==> src/rtl/alu_md_unit.sv <==
// Execute-stage ALU with base RV32I ops and an optional iterative RV32M multiply/divide engine.
// Base ops finish combinationally; M ops stall through busy_o until the registered result is ready.
module alu_md_unit #(
    parameter int XLEN  = 32,
    parameter bit M_EXT = 1'b1
) (
    input  logic            clk,
    input  logic            rst_n,
    input  logic            valid_i,
    input  logic [1:0]      ALUOp,
    input  logic            opb5,
    input  logic [2:0]      funct3,
    input  logic            funct7b5,
    input  logic            funct7b0,
    input  logic [XLEN-1:0] srcA,
    input  logic [XLEN-1:0] srcB,
    input  logic            flush_i,
    output logic [3:0]      ALUControl,
    output logic [XLEN-1:0] result_o,
    output logic            zero_o,
    output logic            valid_o,
    output logic            busy_o
);
    localparam int SW = $clog2(XLEN);
    localparam logic [1:0] IDLE = 2'd0;
    localparam logic [1:0] CALC = 2'd1;
    localparam logic [1:0] DONE = 2'd2;

    logic [SW-1:0]   shamt;
    logic [XLEN-1:0] base_result;
    logic            md_op;
    logic            md_idle;
    logic            md_busy;
    logic            md_valid;
    logic [XLEN-1:0] md_result;

    always_comb begin
        ALUControl = 4'b0000;
        case (ALUOp)
            2'b00: ALUControl = 4'b0000;
            2'b01: ALUControl = 4'b0001;
            default: begin
                case (funct3)
                    3'b000: ALUControl = (funct7b5 & opb5) ? 4'b0001 : 4'b0000;
                    3'b001: ALUControl = 4'b0100;
                    3'b010: ALUControl = 4'b0101;
                    3'b011: ALUControl = 4'b1000;
                    3'b100: ALUControl = 4'b0110;
                    3'b101: ALUControl = funct7b5 ? 4'b1111 : 4'b0111;
                    3'b110: ALUControl = 4'b0011;
                    default: ALUControl = 4'b0010;
                endcase
            end
        endcase
    end

    assign shamt = srcB[SW-1:0];

    always_comb begin
        base_result = '0;
        case (ALUControl)
            4'b0000: base_result = srcA + srcB;
            4'b0001: base_result = srcA - srcB;
            4'b0100: base_result = srcA << shamt;
            4'b0101: base_result = XLEN'($signed(srcA) < $signed(srcB));
            4'b1000: base_result = XLEN'(srcA < srcB);
            4'b0110: base_result = srcA ^ srcB;
            4'b1111: base_result = $signed(srcA) >>> shamt;
            4'b0111: base_result = srcA >> shamt;
            4'b0011: base_result = srcA | srcB;
            4'b0010: base_result = srcA & srcB;
            default: base_result = '0;
        endcase
    end

    assign md_op = M_EXT & (ALUOp == 2'b10) & opb5 & funct7b0;

    generate
        if (M_EXT) begin : g_md
            localparam logic [XLEN-1:0] MIN = {1'b1, {(XLEN-1){1'b0}}};

            logic [1:0]        state_reg;
            logic [SW-1:0]     count_reg;
            logic [2:0]        op_reg;
            logic              neg_reg;
            logic [XLEN-1:0]   a_reg;
            logic [2*XLEN-1:0] prod_reg;
            logic [XLEN-1:0]   result_reg;

            logic              a_signed, b_signed, a_neg, b_neg, is_div;
            logic [XLEN-1:0]   abs_a, abs_b;
            logic              div_zero, div_ovf, special, accept;
            logic [XLEN-1:0]   special_result;
            logic [XLEN:0]     mul_sum, div_sh, div_diff;
            logic              div_take;
            logic [2*XLEN-1:0] mul_next, div_next, step_next, prod_fix;
            logic [XLEN-1:0]   quo_fix, rem_fix, final_result;

            // MULHSU treats only A as signed; DIVU/REMU/MULHU are fully unsigned.
            assign a_signed = (funct3 == 3'b000) | (funct3 == 3'b001) | (funct3 == 3'b010)
                            | (funct3 == 3'b100) | (funct3 == 3'b110);
            assign b_signed = a_signed & (funct3 != 3'b010);
            assign a_neg    = a_signed & srcA[XLEN-1];
            assign b_neg    = b_signed & srcB[XLEN-1];
            assign abs_a    = a_neg ? -srcA : srcA;
            assign abs_b    = b_neg ? -srcB : srcB;
            assign is_div   = funct3[2];

            assign div_zero = (srcB == '0);
            assign div_ovf  = ~funct3[0] & (srcA == MIN) & (srcB == '1);
            assign special  = is_div & (div_zero | div_ovf);
            assign special_result = funct3[1] ? (div_zero ? srcA : '0)
                                              : (div_zero ? '1 : MIN);

            assign accept = (state_reg == IDLE) & valid_i & md_op & ~flush_i;

            // Multiply: add multiplicand into the high half, then shift the whole product right.
            assign mul_sum  = {1'b0, prod_reg[2*XLEN-1:XLEN]} + (prod_reg[0] ? {1'b0, a_reg} : '0);
            assign mul_next = {mul_sum, prod_reg[XLEN-1:1]};
            // Restoring divide: {remainder, quotient} shifts left, quotient bit enters at bit 0.
            assign div_sh   = prod_reg[2*XLEN-1:XLEN-1];
            assign div_diff = div_sh - {1'b0, a_reg};
            assign div_take = ~div_diff[XLEN];
            assign div_next = {(div_take ? div_diff[XLEN-1:0] : div_sh[XLEN-1:0]),
                               prod_reg[XLEN-2:0], div_take};
            assign step_next = op_reg[2] ? div_next : mul_next;

            assign prod_fix = neg_reg ? -step_next : step_next;
            assign quo_fix  = neg_reg ? -step_next[XLEN-1:0] : step_next[XLEN-1:0];
            assign rem_fix  = neg_reg ? -step_next[2*XLEN-1:XLEN] : step_next[2*XLEN-1:XLEN];

            always_comb begin
                final_result = '0;
                case (op_reg)
                    3'b000:          final_result = prod_fix[XLEN-1:0];
                    3'b001, 3'b010,
                    3'b011:          final_result = prod_fix[2*XLEN-1:XLEN];
                    3'b100, 3'b101:  final_result = quo_fix;
                    default:         final_result = rem_fix;
                endcase
            end

            always_ff @(posedge clk) begin
                if (!rst_n) begin
                    state_reg  <= IDLE;
                    count_reg  <= '0;
                    op_reg     <= '0;
                    neg_reg    <= 1'b0;
                    a_reg      <= '0;
                    prod_reg   <= '0;
                    result_reg <= '0;
                end else begin
                    case (state_reg)
                        IDLE: begin
                            if (accept) begin
                                if (special) begin
                                    result_reg <= special_result;
                                    state_reg  <= DONE;
                                end else begin
                                    op_reg    <= funct3;
                                    neg_reg   <= (funct3[2] & funct3[1]) ? a_neg : (a_neg ^ b_neg);
                                    a_reg     <= is_div ? abs_b : abs_a;
                                    prod_reg  <= {{XLEN{1'b0}}, (is_div ? abs_a : abs_b)};
                                    count_reg <= SW'(XLEN - 1);
                                    state_reg <= CALC;
                                end
                            end
                        end
                        CALC: begin
                            if (flush_i) begin
                                state_reg <= IDLE;
                            end else begin
                                prod_reg  <= step_next;
                                count_reg <= count_reg - SW'(1);
                                if (count_reg == '0) begin
                                    result_reg <= final_result;
                                    state_reg  <= DONE;
                                end
                            end
                        end
                        default: state_reg <= IDLE;
                    endcase
                end
            end

            assign md_idle   = (state_reg == IDLE);
            assign md_busy   = accept | ((state_reg == CALC) & ~flush_i);
            assign md_valid  = (state_reg == DONE) & ~flush_i;
            assign md_result = result_reg;
        end else begin : g_no_md
            assign md_idle   = 1'b1;
            assign md_busy   = 1'b0;
            assign md_valid  = 1'b0;
            assign md_result = '0;
        end
    endgenerate

    assign result_o = md_idle ? base_result : md_result;
    assign zero_o   = (result_o == '0);
    assign valid_o  = rst_n & (md_idle ? (valid_i & ~md_op) : md_valid);
    assign busy_o   = rst_n & md_busy;

endmodule

==> config.mk <==
export PLATFORM = sky130hd
export DESIGN_NAME = alu_md_unit
export DESIGN_NICKNAME = d
export VERILOG_FILES = /design/src/rtl/alu_md_unit.sv
export SDC_FILE = /design/constraint.sdc
export NUM_CORES = 1
export LEC_CHECK = 0
export ABC_AREA = 1
export CAP_MARGIN = 20
export CORE_MARGIN = 3
export CORE_UTILIZATION = 25
export DETAILED_ROUTE_END_ITERATION = 8
export GPL_ROUTABILITY_DRIVEN = 0
export PLACE_DENSITY = 0.43
export SLEW_MARGIN = 15
export SYNTH_ARGS = -nofsm -noshare
export SYNTH_HDL_FRONTEND = slang
export SYNTH_SLANG_ARGS = --single-unit
export TNS_END_PERCENT = 100
==> constraint.sdc <==
create_clock -name clk -period 11.3 [get_ports clk]
set_input_delay 2.825 -clock clk [delete_from_list [all_inputs] [get_ports clk]]
set_output_delay 2.825 -clock clk [all_outputs]
set_load 0.01 [all_outputs]
==> metrics.md <==
| Metric | Value |
|---|---|
| Syn Inst Count | `4850` |
| Reg power frac | `20.8%` |
| Core box area | `0.103 mm2` |
| Setup Viol. Count Final | `0` |
| Crit. End Element | `output pin` |
| Top cells by instance count after synthesis | `nand2_1 (1332), inv_1 (584), nor2_1 (507), o21ai_0 (466), a21oi_1 (426)` |
| Worst Path Max Fanout | `10` |
| Ys flop type | `dfxtp_1` |
| Total grt overflow | `0` |
| Most used cell, CP | `nand2_1` |
| XOR/XNOR share of the synthesized area | `3.29%` |
| Slew Viols, Final | `0` |
| Ys async rst share | `0%` |
| Vias in the first global route | `31.2k` |
| Unrepaired setup endpoints after global routing | `no` |
| Post-CTS setup buffer count | `0` |
| Switching Share | `50.4%` |
| TritonRoute pass-1 iters | `7` |
| Nets@finish | `5097` |
| Outcome | `complete, no violations` |
| Tot GR Track Use | `26.5%` |
| Syn Area/Cell | `5.38 um2` |
| Post-synth top area share | `19.2%` |
| Reg2reg path depth | `35` |
| WP data arrival | `7.95 ns` |
| Power Total | `2.45 mW` |
| Final core occ | `28.5%` |
| Area contributors post-synth | `nand2_1 (19%), dfxtp_1 (11%), o21ai_0 (8.9%)` |
| Largest net degree at the start of global routing | `76` |
| Place WS | `0.682 ns` |
| Cts-stage hold buffer count | `0` |
| Sinks on Clock Net | `139` |
| CTS Buf Count | `17` |
| Initial antenna violation count | `0` |
| Hold Slack | `0.462 ns` |
| Clock period minus worst slack | `10.77 ns` |
| Yosys Warn Count | `0` |
| Flop and latch count out of synthesis | `139` |
| CTS tree | `done` |
| Hold Path Class | `flop to flop` |
| Worst-Margin Slew | `1.04 ns` |
| Area of the mapped netlist | `0.0261 mm2` |
| Post-synthesis simple-gate area fraction | `39.5%` |
| Via count | `33.3k` |
| Global-route wire length before repair | `212 mm` |
| DRC | `0` |
| Drt via density | `5.35` |
| Cell Chain, Critical Path | `clkdlybuf4s50_1, inv_1, ha_1, inv_1, a21oi_1, o21ai_0, a31oi_1, nand3_1, nand2_1, o211ai_1, nand2_1, nand3_1, nand3_1, nand3_1, nand2_1, nand2_1, nor2_1, nand2_1, nor2_1, nand2_1, nor2_1, clkdlybuf4s50_1` |
| Post-CTS sizing | `0` |
| Number of distinct library cells after synthesis | `66` |
| Synth Area in Adders | `8.37%` |
| Sw power | `1.24 mW` |
| Routed Antenna Nets | `0` |
| Worst skew pair latency | `0.50 ns` |
| Mux contribution to synthesized area | `0.652%` |
| Worst path max stage delay | `0.81 ns` |
| Combinational Power Share | `53.8%` |
| FP Rows | `117` |
| WHS Path Cells | `1` |
| Syn nets | `5098` |
| Complex-gate fraction of the synthesized area | `25.1%` |
| Clock Power Share | `25.4%` |
| CP Class | `input port to output pin` |
| ANT cells | `0` |
| Worst Path Required | `8.48 ns` |
| Routed wire per std cell | `23.8 um` |
| Fill count | `11.9k` |
| # IOs | `115` |
| Layout Skew | `0.0181 ns` |
| Starting Density | `25.4%` |
| Power per standard cell area | `83.8 mW/mm2` |
| Die Width | `329 um` |
| Final wirelength | `148 mm` |
| DIE HEIGHT | `329 um` |
| IO buf count | `114` |
| DRT iter0 DRCs | `3734` |
| Htree depth | `4` |
| Largest family of logic cells by synthesized area | `simple AND/OR/NAND/NOR gates` |
| Max reg flops | `64` |
| Die Area | `0.108 mm2` |
| Cell internal pwr | `1.21 mW` |
| Clock tree root buffer cell | `clkbuf_16` |
| Relative slew slack | `30.6%` |
| P&R area growth vs syn | `12.2%` |
| Critical-path cell with the highest stage delay | `clkdlybuf4s50_1` |
| Tcrit/Tclk final | `95.3%` |
| Register area share after synthesis | `10.7%` |
| Dpl hpwl | `121 mm` |
| Max Clk Rate | `92.8 MHz` |
| Most frequent cell after synthesis | `nand2_1` |
| Clk buf depth | `2` |
| Setup TNS | `0 ns` |
| Worst VDD drop | `0.123 mV` |
| Setup ws final | `0.529 ns` |
| Clock slew at reported path FFs | `0.07 ns` |
| Layout cells sized above 1 | `5.92%` |
| Max Cap Viol | `0` |
| Final Hold Vio Count | `0` |
| Startpoint Class | `input port` |
| LEAKAGE | `14.3 nW` |
| Largest area contributor in the netlist | `nand2_1` |
| Post-synth EDFFs | `0` |
critical path, delay by kind of cell:
family | cells | cell delay (ns)
adders and majority gates | 1 | 0.62
buffers and inverters | 4 | 1.96
AOI/OAI and AO/OA | 4 | 0.84
and+or+nand+nor | 13 | 1.67
layer usage:
layer	part of all wire, %	track usage (%)	vias to the layer above
li1	-	-	16000
met1	42	33.2	15600
met2	45	42.9	1457
met3	6.5	3.95	353
met4	7.1	16.2	0
met5	0	0	-
final cells by class:
cell class | instances | area [um2] | area share [%]
Multi-Input combinational cell | 3887 | 20100 | 68.7
Sequential cell | 139 | 2790 | 9.53
Inverter | 604 | 2270 | 7.75
Timing Repair Buffer | 200 | 1780 | 6.09
Tap cell | 1368 | 1710 | 5.85
Clock buffer | 17 | 425 | 1.45
Clock inverter | 15 | 175 | 0.599
layout by cell type (no fill, tap or decap), types with 9 or more instances in the layout:
cell type        instances
o21a_1                  17
clkdlybuf4s50_1        108
a31oi_1                 42
nor2_2                  24
o211ai_1                50
nand2_2                 45
o21ai_0                466
a221oi_1                10
nor3_1                  61
o21ai_1                 19
mux2i_1                 17
inv_1                  583
o22ai_1                 27
o221ai_1                22
nand2_1               1329
nor2_1                 502
nand3b_1                19
nand3_1                306
buf_4                   84
o2111ai_1               11
xor2_1                  87
nand4_1                 53
o21bai_1                19
a21oi_1                426
a21o_1                   9
dfxtp_1                137
nand3_2                  9
or2_2                   30
a211oi_1                16
nor2_4                  13
inv_2                   15
nor4_1                  17
xnor2_1                 11
ha_1                   168
clkbuf_16               17
worst paths after layout:
kind | start | to | slack [ns]
setup / recovery | srcA[22] | zero_o | 0.53
hold / removal | g_md.count_reg[0]$_SDFFE_PN0P_ | g_md.count_reg[0]$_SDFFE_PN0P_ | 0.46
setup reg to reg | g_md.prod_reg[31]$_SDFFE_PN0P_ | g_md.result_reg[10]$_SDFFE_PN0P_ | 5.13
hold reg to reg | g_md.count_reg[0]$_SDFFE_PN0P_ | g_md.count_reg[0]$_SDFFE_PN0P_ | 0.46
power groups by stage:
stage          Combinational, mW  Clock, mW  Sequential, mW
5_1_grt                     1.42      0.654           0.511
3_5_place_dp                1.29          0           0.521
6_report                    1.32      0.623           0.510
2_1_floorplan              0.791          0           0.514
4_1_cts                     1.29      0.636           0.509
3_3_place_gp                1.30          0           0.521
per-stage QoR:
step / instance area [um2] / std cells
5_1_grt: 29300 / 6230
2_1_floorplan: 26100 / 4850
4_1_cts: 29300 / 6230
6_report: 29300 / 6230
3_5_place_dp: 28700 / 6198
3_3_place_gp: 28700 / 6198
cell families after synthesis:
| family | Yosys count |
|---|---|
| mux | 17 |
| fa+ha+maj | 172 |
| simple gates | 2425 |
| buf+inv | 824 |
| xor+xnor | 98 |
| flops | 139 |
| compound gates | 1175 |
Note: power is estimated with default switching activity, not from simulation.
